`config.mk`:
```
export PLATFORM = sky130hd
export DESIGN_NAME = stall_ctrl_flat
export DESIGN_NICKNAME = d
export VERILOG_FILES = /design/src/rtl/stall_ctrl_if.sv /design/src/rtl/stall_ctrl.sv /design/src/flat_wrapper.sv
export SDC_FILE = /design/constraint.sdc
export NUM_CORES = 1
export LEC_CHECK = 0
export ABC_AREA = 1
export BUFFER_PORTS_ARGS = -buffer_cell sky130_fd_sc_hd__buf_2
export CORE_MARGIN = 2
export CORE_UTILIZATION = 45
export CTS_BUF_LIST = sky130_fd_sc_hd__clkbuf_4
export CTS_CLUSTER_DIAMETER = 30
export DETAILED_ROUTE_END_ITERATION = 12
export PLACE_DENSITY = 0.85
export SLEW_MARGIN = 20
export SYNTH_ARGS = -nofsm -noshare
export SYNTH_HDL_FRONTEND = slang
export SYNTH_SLANG_ARGS = --single-unit
```
`constraint.sdc`:
```
create_clock -name clock -period 1.3 [get_ports clock]
set_input_delay 0.13 -clock clock [delete_from_list [all_inputs] [get_ports clock]]
set_output_delay 0.13 -clock clock [all_outputs]
set_load 0.005 [all_outputs]
```
`src/rtl/stall_ctrl_if.sv`:
```
// Issue-stage stall controller bus: fetch/hazard inputs and issue outputs.
// The master side (fetch/testbench) drives fetch and hazard signals. The slave
// side (stall_ctrl) returns the comparator candidate, the PC freeze and the
// issued instruction.
interface stall_ctrl_if;
   logic [7:0]  inst_in;
   logic        inst_valid;
   logic        hazard;
   logic [7:0]  cand_inst;
   logic        pc_hold;
   logic [7:0]  issue_inst;
   logic        issue_valid;
   logic [3:0]  stall_cnt;
   logic        stall_err;
   logic [15:0] perf_bubbles;

   modport master (
      output inst_in, inst_valid, hazard,
      input  cand_inst, pc_hold, issue_inst, issue_valid, stall_cnt, stall_err, perf_bubbles
   );

   modport slave (
      input  inst_in, inst_valid, hazard,
      output cand_inst, pc_hold, issue_inst, issue_valid, stall_cnt, stall_err, perf_bubbles
   );
endinterface

```
`src/rtl/stall_ctrl.sv`:
```
// stall_ctrl: issue-stage stall controller.
// In RUN, a valid instruction that is flagged by the hazard comparator is
// captured. The PC and the fetch register are then frozen and bubbles are
// issued until the hazard clears. A watchdog forces release after MAX_STALL
// bubbles and sets a sticky error flag.
// Optional macro STALL_PERF_CNT_EN adds a saturating 16-bit bubble counter.
// Without the macro, perf_bubbles is tied to zero.
module stall_ctrl #(
   parameter logic [7:0] NOP_INST  = 8'b00000000,
   parameter int         MAX_STALL = 3
) (
   input logic        clock,
   input logic        reset,
   stall_ctrl_if.slave bus
);

   localparam logic [3:0] MAX_CNT = 4'(MAX_STALL);

   typedef enum logic [0:0] {
      RUN   = 1'b0,
      STALL = 1'b1
   } state_t;

   state_t     state;
   state_t     next_state;
   logic [7:0] held_inst;
   logic [7:0] next_held;
   logic [7:0] issue_inst_reg;
   logic [7:0] issue_inst_next;
   logic       issue_valid_reg;
   logic       issue_valid_next;
   logic [3:0] stall_cnt_reg;
   logic [3:0] stall_cnt_next;
   logic       stall_err_reg;
   logic       stall_err_next;
   logic       pc_hold;
   logic [7:0] cand_inst;

   // Next-state, issue selection and combinational freeze/candidate outputs
   always_comb begin
      next_state       = state;
      next_held        = held_inst;
      issue_inst_next  = NOP_INST;
      issue_valid_next = 1'b0;
      stall_cnt_next   = stall_cnt_reg;
      stall_err_next   = stall_err_reg;
      pc_hold          = 1'b0;
      cand_inst        = bus.inst_in;
      case (state)
         RUN: begin
            cand_inst = bus.inst_in;
            if (bus.inst_valid) begin
               if (bus.hazard) begin
                  // Capture the instruction and issue the first bubble
                  next_held      = bus.inst_in;
                  stall_cnt_next = 4'd1;
                  pc_hold        = 1'b1;
                  next_state     = STALL;
               end else begin
                  issue_inst_next  = bus.inst_in;
                  issue_valid_next = 1'b1;
                  stall_cnt_next   = 4'd0;
               end
            end else begin
               // Idle slot: hazard is meaningless without a valid instruction
               stall_cnt_next = 4'd0;
            end
         end
         STALL: begin
            cand_inst = held_inst;
            if (!bus.hazard) begin
               issue_inst_next  = held_inst;
               issue_valid_next = 1'b1;
               stall_cnt_next   = 4'd0;
               next_state       = RUN;
            end else if (stall_cnt_reg < MAX_CNT) begin
               stall_cnt_next = stall_cnt_reg + 4'd1;
               pc_hold        = 1'b1;
            end else begin
               // Watchdog: hazard persisted too long, force the held instruction out
               issue_inst_next  = held_inst;
               issue_valid_next = 1'b1;
               stall_err_next   = 1'b1;
               stall_cnt_next   = 4'd0;
               next_state       = RUN;
            end
         end
         default: begin
            next_state     = RUN;
            stall_cnt_next = 4'd0;
         end
      endcase
   end

   // State and registered issue outputs with synchronous reset
   always_ff @(posedge clock) begin
      if (reset) begin
         state           <= RUN;
         held_inst       <= NOP_INST;
         issue_inst_reg  <= NOP_INST;
         issue_valid_reg <= 1'b0;
         stall_cnt_reg   <= 4'd0;
         stall_err_reg   <= 1'b0;
      end else begin
         state           <= next_state;
         held_inst       <= next_held;
         issue_inst_reg  <= issue_inst_next;
         issue_valid_reg <= issue_valid_next;
         stall_cnt_reg   <= stall_cnt_next;
         stall_err_reg   <= stall_err_next;
      end
   end

   assign bus.cand_inst   = cand_inst;
   assign bus.pc_hold     = pc_hold;
   assign bus.issue_inst  = issue_inst_reg;
   assign bus.issue_valid = issue_valid_reg;
   assign bus.stall_cnt   = stall_cnt_reg;
   assign bus.stall_err   = stall_err_reg;

`ifdef STALL_PERF_CNT_EN
   logic [15:0] perf_cnt;

   // Saturating bubble counter. A hazard bubble is issued exactly when pc_hold is high.
   always_ff @(posedge clock) begin
      if (reset) begin
         perf_cnt <= 16'h0000;
      end else if (pc_hold && (perf_cnt != 16'hFFFF)) begin
         perf_cnt <= perf_cnt + 16'h0001;
      end else begin
         perf_cnt <= perf_cnt;
      end
   end

   assign bus.perf_bubbles = perf_cnt;
`else
   assign bus.perf_bubbles = 16'h0000;
`endif

endmodule

```
`src/flat_wrapper.sv`:
```
// flat-port wrapper written by rule: the top's interface ports become plain ports
module stall_ctrl_flat 
#(
   parameter logic [7:0] NOP_INST  = 8'b00000000,
   parameter int         MAX_STALL = 3
)
  (clock, reset, bus_inst_in, bus_inst_valid, bus_hazard, bus_cand_inst, bus_pc_hold, bus_issue_inst, bus_issue_valid, bus_stall_cnt, bus_stall_err, bus_perf_bubbles);
  stall_ctrl_if bus_i ();
  input logic clock;
  input logic reset;
  input wire logic [$bits(bus_i.inst_in)-1:0] bus_inst_in;
  input wire logic [$bits(bus_i.inst_valid)-1:0] bus_inst_valid;
  input wire logic [$bits(bus_i.hazard)-1:0] bus_hazard;
  output wire logic [$bits(bus_i.cand_inst)-1:0] bus_cand_inst;
  output wire logic [$bits(bus_i.pc_hold)-1:0] bus_pc_hold;
  output wire logic [$bits(bus_i.issue_inst)-1:0] bus_issue_inst;
  output wire logic [$bits(bus_i.issue_valid)-1:0] bus_issue_valid;
  output wire logic [$bits(bus_i.stall_cnt)-1:0] bus_stall_cnt;
  output wire logic [$bits(bus_i.stall_err)-1:0] bus_stall_err;
  output wire logic [$bits(bus_i.perf_bubbles)-1:0] bus_perf_bubbles;
  assign bus_i.inst_in = bus_inst_in;
  assign bus_i.inst_valid = bus_inst_valid;
  assign bus_i.hazard = bus_hazard;
  assign bus_cand_inst = bus_i.cand_inst;
  assign bus_pc_hold = bus_i.pc_hold;
  assign bus_issue_inst = bus_i.issue_inst;
  assign bus_issue_valid = bus_i.issue_valid;
  assign bus_stall_cnt = bus_i.stall_cnt;
  assign bus_stall_err = bus_i.stall_err;
  assign bus_perf_bubbles = bus_i.perf_bubbles;
  stall_ctrl #(.NOP_INST(NOP_INST), .MAX_STALL(MAX_STALL)) u_core (.clock(clock), .reset(reset), .bus(bus_i));
endmodule
```
; ---- Word level (Yosys, flattened, before mapping)
; Index checks and enable logic that the tools add are counted.
[word_totals]
wordCells = 33
reg_bits = 23
inputBits = 12
output_inout_bits = 39
[classes]
n_bitwise = 2
mux = 21
order_cmp = 1
add_sub_neg = 1
n_reduce_logical = 2
[op_table]
columns = op, n
row1 = $mux 8, 4
row2 = $pmux 8 s2, 2
row3 = $mux 1, 10
row4 = $mux 4, 2
row5 = $pmux 4 s2, 1
row6 = $reduce_and 3->1, 2
row7 = $add 4x1->4 const B, 1
row8 = $lt 4x2->1 const B, 1
row9 = $pmux 1 s2, 2
row10 = $not 1->1, 2

; ---- Logic depth before layout (Yosys ltp)
[logic_depth]
word_depth = 4
ltp_mapped = 6
mapped_depth_nobuf = 6

; ---- Worst setup path after synthesis
; Ideal clock, no wire load.
[synth_timing]
kind = flip-flop to flip-flop
start = reg u_core.stall_cnt_reg[0], in the netlist u_core.bus.stall_cnt[0]
end = reg u_core.issue_inst_reg[3], in the netlist u_core.bus.issue_inst[3]
t_arrival_ps = 935
setup_ps = 121
n_path_buf = 0
synth_period_minus_slack_ps = 1056
setup_slack_ps = 244
path_stages_with_launch = 6
t_required_ps = 1179
path_cell_list = dfxtp_1 -> ha_1 -> inv_1 -> nand3_1 -> nand2_1 -> o21ai_0
[synth_via]
elab_chain_cells = 4
[synth_rtl]
columns = item, line_no
row1 = start: declaration, stall_ctrl.sv:32  ; logic [3:0] stall_cnt_reg;
row2 = start signal: assignment, stall_ctrl.sv:109  ; stall_cnt_reg <= stall_cnt_next;
row3 = $lt 4x2->1, stall_ctrl.sv:76  ; end else if (stall_cnt_reg < MAX_CNT) begin
row4 = $mux 8, stall_ctrl.sv:76
row5 = $mux 8, stall_ctrl.sv:71  ; if (!bus.hazard) begin
row6 = $pmux 8 s2, stall_ctrl.sv:49  ; case (state)
row7 = end signal: assignment, stall_ctrl.sv:107  ; issue_inst_reg <= issue_inst_next;
row8 = end: declaration, stall_ctrl.sv:28  ; logic [7:0] issue_inst_reg;
; No other way between the ends.
; A chain may end at the register's enable or synchronous reset.

; ---- Worst setup path in the final report
[layout_timing]
start = reg u_core.stall_cnt_reg[2], in the netlist u_core.bus.stall_cnt[2]
end = out bus_pc_hold
[layout_via]
elab_chain_cells = 4
[layout_rtl]
columns = item, line_no
row1 = $lt 4x2->1, stall_ctrl.sv:76
row2 = $mux 1, stall_ctrl.sv:76
row3 = $mux 1, stall_ctrl.sv:71
row4 = $pmux 1 s2, stall_ctrl.sv:49
row5 = end: declaration, flat_wrapper.sv:15  ; output wire logic [$bits(bus_i.pc_hold)-1:0] bus_pc_hold;
; No other way between the ends.

==> flow_summary.json <==
{
  "drtIter0Drc": 39,
  "dieArea_mm2": 0.00285,
  "cts.sinks": 23,
  "outcome": "finished with violations",
  "synthCells": 138,
  "first_pass_iters": 4,
  "final_hold_viol_count": 0,
  "min_path_type": "input pin to flip-flop",
  "grt_max_degree": 14,
  "die_x_um": 53.4,
  "ys_warn_count": 0,
  "arrival_ns": 1.20,
  "synth-seq-cells": 23,
  "postLayoutCellArea_mm2": 0.00146,
  "seq_power_share": 0.557,
  "worstSetupStartpointType": "flip-flop",
  "dp_hpwl_mm": 1.80,
  "num_vias": 1089,
  "setup_viol": 2,
  "drt_wl_total_mm": 2.84,
  "clkTransAtPathRegs_ns": 0.13,
  "setup-tns-final_ns": -0.0310,
  "cp.required_ns": 1.17,
  "clkPwrFrac": 0.257,
  "ant_nets": 0,
  "globalRouteMet2Util": 0.342,
  "grtUsageMet3": 0.0198,
  "final_core_util": 0.646,
  "io_buffers": 34,
  "fin_skew_ns": 0.00676,
  "cap_violations": 0,
  "pwr-share-comb": 0.186,
  "power_density_mw_per_mm2": 923,
  "clock_path_buffers": 2,
  "ys_seq_area_frac": 0.420,
  "fin_ws_ns": -0.0277,
  "path_class": "flip-flop to output port",
  "grt.busiest_layer": "met2",
  "grt_pass1_vias": 903,
  "pre_cts_ws_ns": 0.0772,
  "mostFrequentLayoutCells": "33 x buf_2, 27 x nand2_1, 21 x nand2_2, 21 x dfxtp_1, 18 x conb_1",
  "crit_start": "u_core.bus.stall_cnt[2]$_SDFF_PP0_",
  "fin_crit_sh": 1.02,
  "violations": "setup timing",
  "p_leak_uw": 0.000725,
  "drc_errors": 0,
  "endpoint_kind": "output port",
  "antenna_found_initial": 0,
  "start_util": 0.486,
  "core_mm2": 0.00225,
  "avgRoutedWirePerCell_um": 13.3,
  "synth.distinct_cells": 21,
  "grt_use_total": 0.186,
  "critPathCapture": "bus_pc_hold",
  "via_per_inst": 5.09,
  "ir_worst_vdd_uv": 549,
  "crit_path_max_fanout": 3,
  "power_uw": 1340,
  "finalMaxSlewViolations": 0,
  "path_cells": "nor2_2, nand3_4, nand2_2, buf_6",
  "cts_max_level": 1,
  "slowest_delay_ns": 0.34,
  "fin_crit_ns": 1.33,
  "diodes": 0,
  "reg2reg_setup_slack_ns": 0.07,
  "placed_cell_area_mm2": 0.00124,
  "rsz0062_at_grt": "yes",
  "max_freq_mhz": 753,
  "power.switching_uw": 392,
  "rr_worst_depth": 7,
  "grt_pass1_wl_mm": 3.85,
  "reg2reg_to": "u_core.bus.stall_cnt[0]$_SDFF_PP0_",
  "cts_made_buffers": 3,
  "synth.avg_cell_area_um2": 7.94,
  "intPower_uw": 952,
  "io_pins": 51,
  "gp_congestion": 0.877,
  "syn2layout_area_growth_pct": 32.9,
  "swShare": 0.292,
  "syn-cell-area_mm2": 0.00110,
  "cts_tree": "done",
  "hold_buffers": 0,
  "ctsRootBufferMaster": "clkbuf_4",
  "final_nets": 200,
  "overflow": 0,
  "final_common_cell": "buf_2",
  "use_met1": 0.210,
  "crit_slowest_cell": "dfxtp_1",
  "reg2reg_from": "u_core.bus.stall_cnt[2]$_SDFF_PP0_",
  "clkLatencyLatePin_ns": 0.33,
  "drive_above_1_share": 0.495,
  "die_h_um": 53.4,
  "rows": 17
}
==> cells by family after synthesis <==
logic type                 count (synthesis)  share of synthesized area
buffers and inverters                     27                      0.155
DFF                                       23                      0.420
and+or+nand+nor                           73                      0.323
adders and majority gates                  1                     0.0114
other                                      1                    0.00342
AOI/OAI and AO/OA                         13                     0.0868
==> cell type report <==
cell class | instances | area, um^2
well taps | 28 | 35.0
flip-flops and latches | 23 | 465
fillers | 179 | 798
multi-input cells | 105 | 584
repair buffers | 46 | 304
clock inverters | 1 | 5.00
clock buffers | 3 | 22.5
inverters | 8 | 40.0
==> what timing repair did <==
item | in CTS | in global routing
pin swaps | 2 | 2
cloned | 0 | 1
setup endpoints to repair | 3 | 14
buffers inserted | 6 | 4
gates resized for setup | 6 | 22
==> worst max-delay path: cells and delay by family (launching register included) <==
family / cells / cell delay, ns
AND/OR/NAND/NOR: 3 / 0.43
flip-flops: 1 / 0.34
buffers and inverters: 1 / 0.10
==> worst min-delay path by stage <==
stage	to	from	depth (start not counted)	slack, ns
floorplan	u_core.bus.issue_inst[2]$_SDFF_PP0_	bus_inst_in[2]	2	0.27
global placement	u_core.bus.issue_inst[6]$_SDFF_PP0_	bus_inst_in[6]	3	0.41
detailed placement	u_core.bus.issue_inst[2]$_SDFF_PP0_	bus_inst_in[2]	3	0.41
CTS	u_core.held_inst[6]$_SDFFE_PP0P_	bus_inst_in[6]	3	0.07
global route	u_core.held_inst[7]$_SDFFE_PP0P_	bus_inst_in[7]	3	0.06
finish	u_core.held_inst[1]$_SDFFE_PP0P_	bus_inst_in[1]	3	0.07
==> power by group through the flow <==
| stage | Clock, uW | Combinational (uW) | Sequential (uW) |
|---|---|---|---|
| 2_1_floorplan | 0 | 142 | 763 |
| 3_3_place_gp | 0 | 186 | 761 |
| 3_5_place_dp | 0 | 193 | 762 |
| 4_1_cts | 340 | 210 | 747 |
| 5_1_grt | 371 | 272 | 751 |
| 6_report | 345 | 250 | 749 |
==> Yosys cell counts, drive strengths merged <==
| library cell | instances | share of area |
|---|---|---|
| nand2 | 49 | 0.19 |
| dfxtp | 23 | 0.42 |
| buf | 19 | 0.12 |
| nand3 | 11 | 0.066 |
| a21oi | 9 | 0.068 |
| nor2 | 7 | 0.024 |
| inv | 6 | 0.021 |
| nand4 | 4 | 0.023 |
| o21ai | 4 | 0.018 |
| clkinv | 2 | 0.011 |
| conb | 1 | 0.0034 |
| ha | 1 | 0.011 |
| nor3 | 1 | 0.015 |
| nor3b | 1 | 0.0069 |
==> through the flow <==
step                cells  hold WS, ns
finish                214       0.0729
detailed placement    199        0.406
floorplan             155        0.269
CTS                   209       0.0697
global route          214       0.0635
global placement      199        0.409
==> routing by layer <==
metal | share of wire | wire, um | up-vias
met2 | 0.52 | 1470 | 64
li1 | - | - | 506
met1 | 0.37 | 1050 | 504
met4 | 0.030 | 85 | 0
met5 | 0 | 0 | -
met3 | 0.085 | 243 | 15
(Power assumes the default switching activity.)
